[config.mk]
export PLATFORM = sky130hd
export DESIGN_NAME = instr_fetch_flat
export DESIGN_NICKNAME = d
export VERILOG_FILES = /design/src/rtl/instr_fetch_if.sv /design/src/rtl/instr_fetch.sv /design/src/flat_wrapper.sv
export SDC_FILE = /design/constraint.sdc
export NUM_CORES = 1
export LEC_CHECK = 0
export ABC_CLOCK_PERIOD_IN_PS = 2320
export CELL_PAD_IN_SITES_DETAIL_PLACEMENT = 1
export CELL_PAD_IN_SITES_GLOBAL_PLACEMENT = 2
export CORE_MARGIN = 2
export CORE_UTILIZATION = 26
export DETAILED_ROUTE_END_ITERATION = 10
export PLACE_DENSITY = 0.82
export SYNTH_ARGS = -nofsm -noshare
export SYNTH_HDL_FRONTEND = slang
export SYNTH_SLANG_ARGS = --single-unit
[constraint.sdc]
create_clock -name clk -period 2.32 [get_ports clk]
set_clock_uncertainty 0.2 [all_clocks]
set_input_delay 0.464 -clock clk [delete_from_list [all_inputs] [get_ports clk]]
set_output_delay 0.464 -clock clk [all_outputs]
set_load 0.02 [all_outputs]
[src/rtl/instr_fetch_if.sv]
//------------------------------------------------------------------------------
// Module : instr_fetch_if
// Fetch-stage bus: memory read port, decoder handshake, redirect and status.
// Rev    : 1.0
//------------------------------------------------------------------------------
`default_nettype none

interface instr_fetch_if #(
  parameter int INSTR_WIDTH = 9,
  parameter int PC_WIDTH    = 8,
  parameter int CNT_WIDTH   = 16
);
  logic                   start;
  logic [PC_WIDTH-1:0]    instr_addr;
  logic [INSTR_WIDTH-1:0] instr_in;
  logic [INSTR_WIDTH-1:0] instr_out;
  logic [PC_WIDTH-1:0]    pc_out;
  logic                   instr_valid;
  logic                   instr_ready;
  logic                   branch_taken;
  logic [PC_WIDTH-1:0]    branch_target;
  logic                   halted;
  logic [CNT_WIDTH-1:0]   fetch_count;

  modport master (
    input  start, instr_in, instr_ready, branch_taken, branch_target,
    output instr_addr, instr_out, pc_out, instr_valid, halted, fetch_count
  );

  modport slave (
    output start, instr_in, instr_ready, branch_taken, branch_target,
    input  instr_addr, instr_out, pc_out, instr_valid, halted, fetch_count
  );
endinterface

`default_nettype wire

[src/rtl/instr_fetch.sv]
//------------------------------------------------------------------------------
// Module : instr_fetch
// 9-bit core front end: PC, fetch register, valid/ready delivery, redirect, halt.
// Rev    : 1.0
//------------------------------------------------------------------------------
`default_nettype none

module instr_fetch #(
  parameter int                     ROM_SIZE    = 256,
  parameter int                     INSTR_WIDTH = 9,
  parameter int                     PC_WIDTH    = $clog2(ROM_SIZE),
  parameter logic [INSTR_WIDTH-1:0] HALT_INSTR  = '1,
  parameter int                     CNT_WIDTH   = 16
) (
  input  wire logic      clk,
  input  wire logic      reset,
  instr_fetch_if.master  bus
);

  typedef enum logic [1:0] {
    S_IDLE = 2'd0,
    S_RUN  = 2'd1,
    S_HALT = 2'd2
  } state_t;

  state_t                 r_state, w_state_nxt;
  logic [PC_WIDTH-1:0]    r_pc, w_pc_nxt;
  logic [PC_WIDTH-1:0]    r_pc_out, w_pc_out_nxt;
  logic [INSTR_WIDTH-1:0] r_instr, w_instr_nxt;
  logic                   r_valid, w_valid_nxt;
  logic [CNT_WIDTH-1:0]   r_cnt, w_cnt_nxt;

  logic w_adv;
  logic w_accept;

  assign w_adv    = !r_valid || bus.instr_ready;
  assign w_accept = r_valid && bus.instr_ready && !bus.branch_taken;

  always_ff @(posedge clk) begin
    if (reset) begin
      r_state  <= S_IDLE;
      r_pc     <= '0;
      r_pc_out <= '0;
      r_instr  <= '0;
      r_valid  <= 1'b0;
      r_cnt    <= '0;
    end else begin
      r_state  <= w_state_nxt;
      r_pc     <= w_pc_nxt;
      r_pc_out <= w_pc_out_nxt;
      r_instr  <= w_instr_nxt;
      r_valid  <= w_valid_nxt;
      r_cnt    <= w_cnt_nxt;
    end
  end

  always_comb begin
    w_state_nxt  = r_state;
    w_pc_nxt     = r_pc;
    w_pc_out_nxt = r_pc_out;
    w_instr_nxt  = r_instr;
    w_valid_nxt  = r_valid;
    w_cnt_nxt    = r_cnt;

    if (w_accept && (r_cnt != {CNT_WIDTH{1'b1}}))
      w_cnt_nxt = r_cnt + CNT_WIDTH'(1);

    unique case (r_state)
      S_IDLE: begin
        if (bus.start)
          w_state_nxt = S_RUN;
      end
      S_RUN: begin
        // Redirect outranks capture, so a halt word on the wrong path is dropped.
        if (bus.branch_taken) begin
          w_pc_nxt    = bus.branch_target;
          w_valid_nxt = 1'b0;
        end else if (w_adv) begin
          w_instr_nxt  = bus.instr_in;
          w_pc_out_nxt = r_pc;
          w_valid_nxt  = 1'b1;
          if (bus.instr_in == HALT_INSTR)
            w_state_nxt = S_HALT;
          else
            w_pc_nxt = r_pc + PC_WIDTH'(1);
        end
      end
      S_HALT: begin
        if (bus.branch_taken) begin
          w_pc_nxt    = bus.branch_target;
          w_valid_nxt = 1'b0;
          w_state_nxt = S_RUN;
        end else if (r_valid && bus.instr_ready) begin
          w_valid_nxt = 1'b0;
        end
      end
      default: w_state_nxt = S_IDLE;
    endcase
  end

  assign bus.instr_addr  = r_pc;
  assign bus.instr_out   = r_instr;
  assign bus.pc_out      = r_pc_out;
  assign bus.instr_valid = r_valid;
  assign bus.halted      = (r_state == S_HALT);
  assign bus.fetch_count = r_cnt;

endmodule

`default_nettype wire

[src/flat_wrapper.sv]
// flat-port wrapper written by rule: the top's interface ports become plain ports
module instr_fetch_flat 
#(
  parameter int                     ROM_SIZE    = 256,
  parameter int                     INSTR_WIDTH = 9,
  parameter int                     PC_WIDTH    = $clog2(ROM_SIZE),
  parameter logic [INSTR_WIDTH-1:0] HALT_INSTR  = '1,
  parameter int                     CNT_WIDTH   = 16
)
  (clk, reset, bus_start, bus_instr_in, bus_instr_ready, bus_branch_taken, bus_branch_target, bus_instr_addr, bus_instr_out, bus_pc_out, bus_instr_valid, bus_halted, bus_fetch_count);
  instr_fetch_if #(.INSTR_WIDTH(INSTR_WIDTH), .PC_WIDTH(PC_WIDTH), .CNT_WIDTH(CNT_WIDTH)) bus_i ();
  input  wire logic clk;
  input  wire logic reset;
  input wire logic [$bits(bus_i.start)-1:0] bus_start;
  input wire logic [$bits(bus_i.instr_in)-1:0] bus_instr_in;
  input wire logic [$bits(bus_i.instr_ready)-1:0] bus_instr_ready;
  input wire logic [$bits(bus_i.branch_taken)-1:0] bus_branch_taken;
  input wire logic [$bits(bus_i.branch_target)-1:0] bus_branch_target;
  output wire logic [$bits(bus_i.instr_addr)-1:0] bus_instr_addr;
  output wire logic [$bits(bus_i.instr_out)-1:0] bus_instr_out;
  output wire logic [$bits(bus_i.pc_out)-1:0] bus_pc_out;
  output wire logic [$bits(bus_i.instr_valid)-1:0] bus_instr_valid;
  output wire logic [$bits(bus_i.halted)-1:0] bus_halted;
  output wire logic [$bits(bus_i.fetch_count)-1:0] bus_fetch_count;
  assign bus_i.start = bus_start;
  assign bus_i.instr_in = bus_instr_in;
  assign bus_i.instr_ready = bus_instr_ready;
  assign bus_i.branch_taken = bus_branch_taken;
  assign bus_i.branch_target = bus_branch_target;
  assign bus_instr_addr = bus_i.instr_addr;
  assign bus_instr_out = bus_i.instr_out;
  assign bus_pc_out = bus_i.pc_out;
  assign bus_instr_valid = bus_i.instr_valid;
  assign bus_halted = bus_i.halted;
  assign bus_fetch_count = bus_i.fetch_count;
  instr_fetch #(.ROM_SIZE(ROM_SIZE), .INSTR_WIDTH(INSTR_WIDTH), .PC_WIDTH(PC_WIDTH), .HALT_INSTR(HALT_INSTR), .CNT_WIDTH(CNT_WIDTH)) u_core (.clk(clk), .reset(reset), .bus(bus_i));
endmodule
==> reports/qor.txt <==
num rows - 33
Synth Instances - 280
layout cells sized above 1 - 12.60%
total power - 0.001681 W
status - complete, no violations
switching part of the total power - 25.79%
clk_lat worst skew - 0.30 ns
Avg Cell Area, Syn - 7.972 um^2
final WL - 7204 um
buffers added on ports - 64
routed len/inst - 15.33 um
total number of vias - 2,453
RSZ-0062 raised after global routing - false
gr usage total - 15.72%
drt first pass iters - 4
Final nets - 388
Comb power frac - 14.5%
static leakage - 1.159 nW
Hold WS - 0.2582 ns
Die W - 96.66 um
area leader, netlist - dfxtp_1
Cell Count Post-Placement - 462
initial antenna violation count - 0
most common cell in the netlist - nand2_1
die span in y - 96.66 um
maximum VDD drop - 0.1872 mV
pwr/cell area - 510.6 nW/um^2
Antenna diodes - 0
remaining antenna violation count - 0
syn nets - 304
vias in the first global route - 2,525
core area - 8258 um^2
Int Pwr - 0.001247 W
post-DR vias/cell - 5.219
die area - 9342 um^2
CP Class - reg -> out
Synth top area share - 39.46%
CP Max Fanout - 13
crit path capture type - primary output
worst endpoint required time - 1.66 ns
sequential share of power - 47.9%
cts bufs inserted - 5
largest net degree at the start of global routing - 41
gr ovfl total - 0
Netlist Area Pre-Place - 2232 um^2
Post-synth EDFFs - 0
Final TNS setup - 0 ns
Initial DRC Count - 72
Clk pwr share - 37.6%
fin crit share - 95.70%
Post-CTS Setup Bufs - 0
NetSw - 0.0004335 W
fin util - 39.86%
Hold Path Stages - 2
Distinct cells, synth - 49
list of most frequent post-synthesis cells - 52 x nand2_1, 44 x dfxtp_1, 37 x a21oi_1, 17 x nor2_1, 11 x clkbuf_1
post-synthesis register bit count - 44
GP Congestion - 0.7742
first-pass GRT wire length - 12,430 um
slew margin rel. - 63.22%
CTS max path bufs - 2
Worst Reg-to-Reg Cells - 5
CTS tree - built
area grow syn2layout - 47.48%
fin cells - 470
register area share after synthesis - 39.46%
Max-Cap Viols - 0
Starting Density - 27.03%
Slew @ Worst Pin - 0.5466 ns
DP Wirelength - 5407 um
crit path DAT - 1.56 ns
DRC - 0
yosys warns - 0
Area contributors post-synth - dfxtp_1 39%, nand2_1 8.7%, a21oi_1 8.3%
Fin. Hold Viols - 0
clock-pin slew on the worst setup and hold paths - 0.09 ns
Post-CTS Resized - 0
hold_buf cts - 0
max-slew violation count - 0
Hold Path Class - reg -> reg
htree depth - 2
I/O pins - 65
ys flop type - dfxtp_1
Max Freq - 0.4504 GHz
crit path time final - 2.220 ns
Worst setup SP type - flop
root buffer cell - clkbuf_8
setup violators final - 0
CTS sink cnt - 44
asr flop ratio synth - 0%
## stage by stage
step	area (um^2)	setup slack, ns
6_report	3292	0.09983
5_1_grt	3292	0.01755
4_1_cts	3292	0.08903
3_5_place_dp	3171	-0.06530
3_3_place_gp	3171	-0.04466
2_1_floorplan	2232	0.1301
## cell usage in the layout, fill, tap and decap left out, types with 2 or more instances in the layout
cell / n
a211oi_1: 3
a21oi_1: 37
a311oi_1: 2
a32oi_1: 4
and3_1: 4
buf_12: 2
buf_4: 23
clkbuf_8: 6
clkdlybuf4s50_1: 64
dfxtp_1: 44
ha_1: 2
inv_1: 5
mux2_2: 6
nand2_1: 52
nand2b_1: 5
nand3_1: 9
nand4_1: 6
nand4b_1: 2
nor2_1: 17
nor2b_1: 10
nor3_1: 7
nor4_1: 5
o21ai_0: 8
o311ai_0: 3
o31ai_1: 6
o32ai_1: 2
or3_1: 4
or4_1: 2
## worst max-delay path, stage by stage (launching register included)
cell and delay (ns):
dfxtp_1 0.45, nor2b_1 0.19, clkdlybuf4s50_1 0.62
## power by group through the flow
stage	clock network, W	logic, W	registers [W]
after floorplan	0	0.0000939	0.000838
after global placement	0	0.000241	0.000823
after detailed placement	0	0.000245	0.000823
after CTS	0.000659	0.000246	0.000805
after global routing	0.000695	0.000266	0.000810
final	0.000632	0.000244	0.000805
## logic make-up after synthesis
group | share of synthesized area [%]
buf+inv | 2.915
compound gates | 21.86
fa+ha+maj | 1.121
mux | 3.475
simple gates | 30.77
xor+xnor | 0.3924
flops | 39.46
## sequential cells by signal, indices dropped and copies added (netlist names)
register                cells
u_core.bus.fetch_count     16
u_core.bus.instr_out        9
u_core.bus.instr_addr       8
u_core.bus.pc_out           8
u_core.r_state              2
u_core.bus.instr_valid      1
## final timing paths
kind,slack [ns],startpoint,end
setup / recovery,0.1,u_core.r_state[0],bus_halted
hold / removal,0.26,u_core.bus.pc_out[6],u_core.bus.pc_out[6]
setup reg to reg,0.22,u_core.bus.fetch_count[0],u_core.bus.fetch_count[14]
hold reg to reg,0.26,u_core.bus.pc_out[6],u_core.bus.pc_out[6]
## routing by layer
metal  wire length [um]  GRT usage, %  vias to the layer above  part of all wire, %
li1                   -             -                     1196                    -
met1               3337         20.56                     1193                   46
met2               3486         26.28                       55                   48
met3                292         3.613                        9                  4.1
met4                 89         3.792                        0                  1.2
met5                  0             0                        -                    0
## layout make-up
| class | instances | area [um^2] |
|---|---|---|
| clock buffers | 6 | 82.58 |
| clock inverters | 2 | 38.79 |
| fillers | 1025 | 4966 |
| inverters | 5 | 18.77 |
| multi-input cells | 219 | 1286 |
| flip-flops and latches | 44 | 880.8 |
| well taps | 105 | 131.4 |
| repair buffers | 89 | 853.3 |
Power figures use the tool's default switching activity.
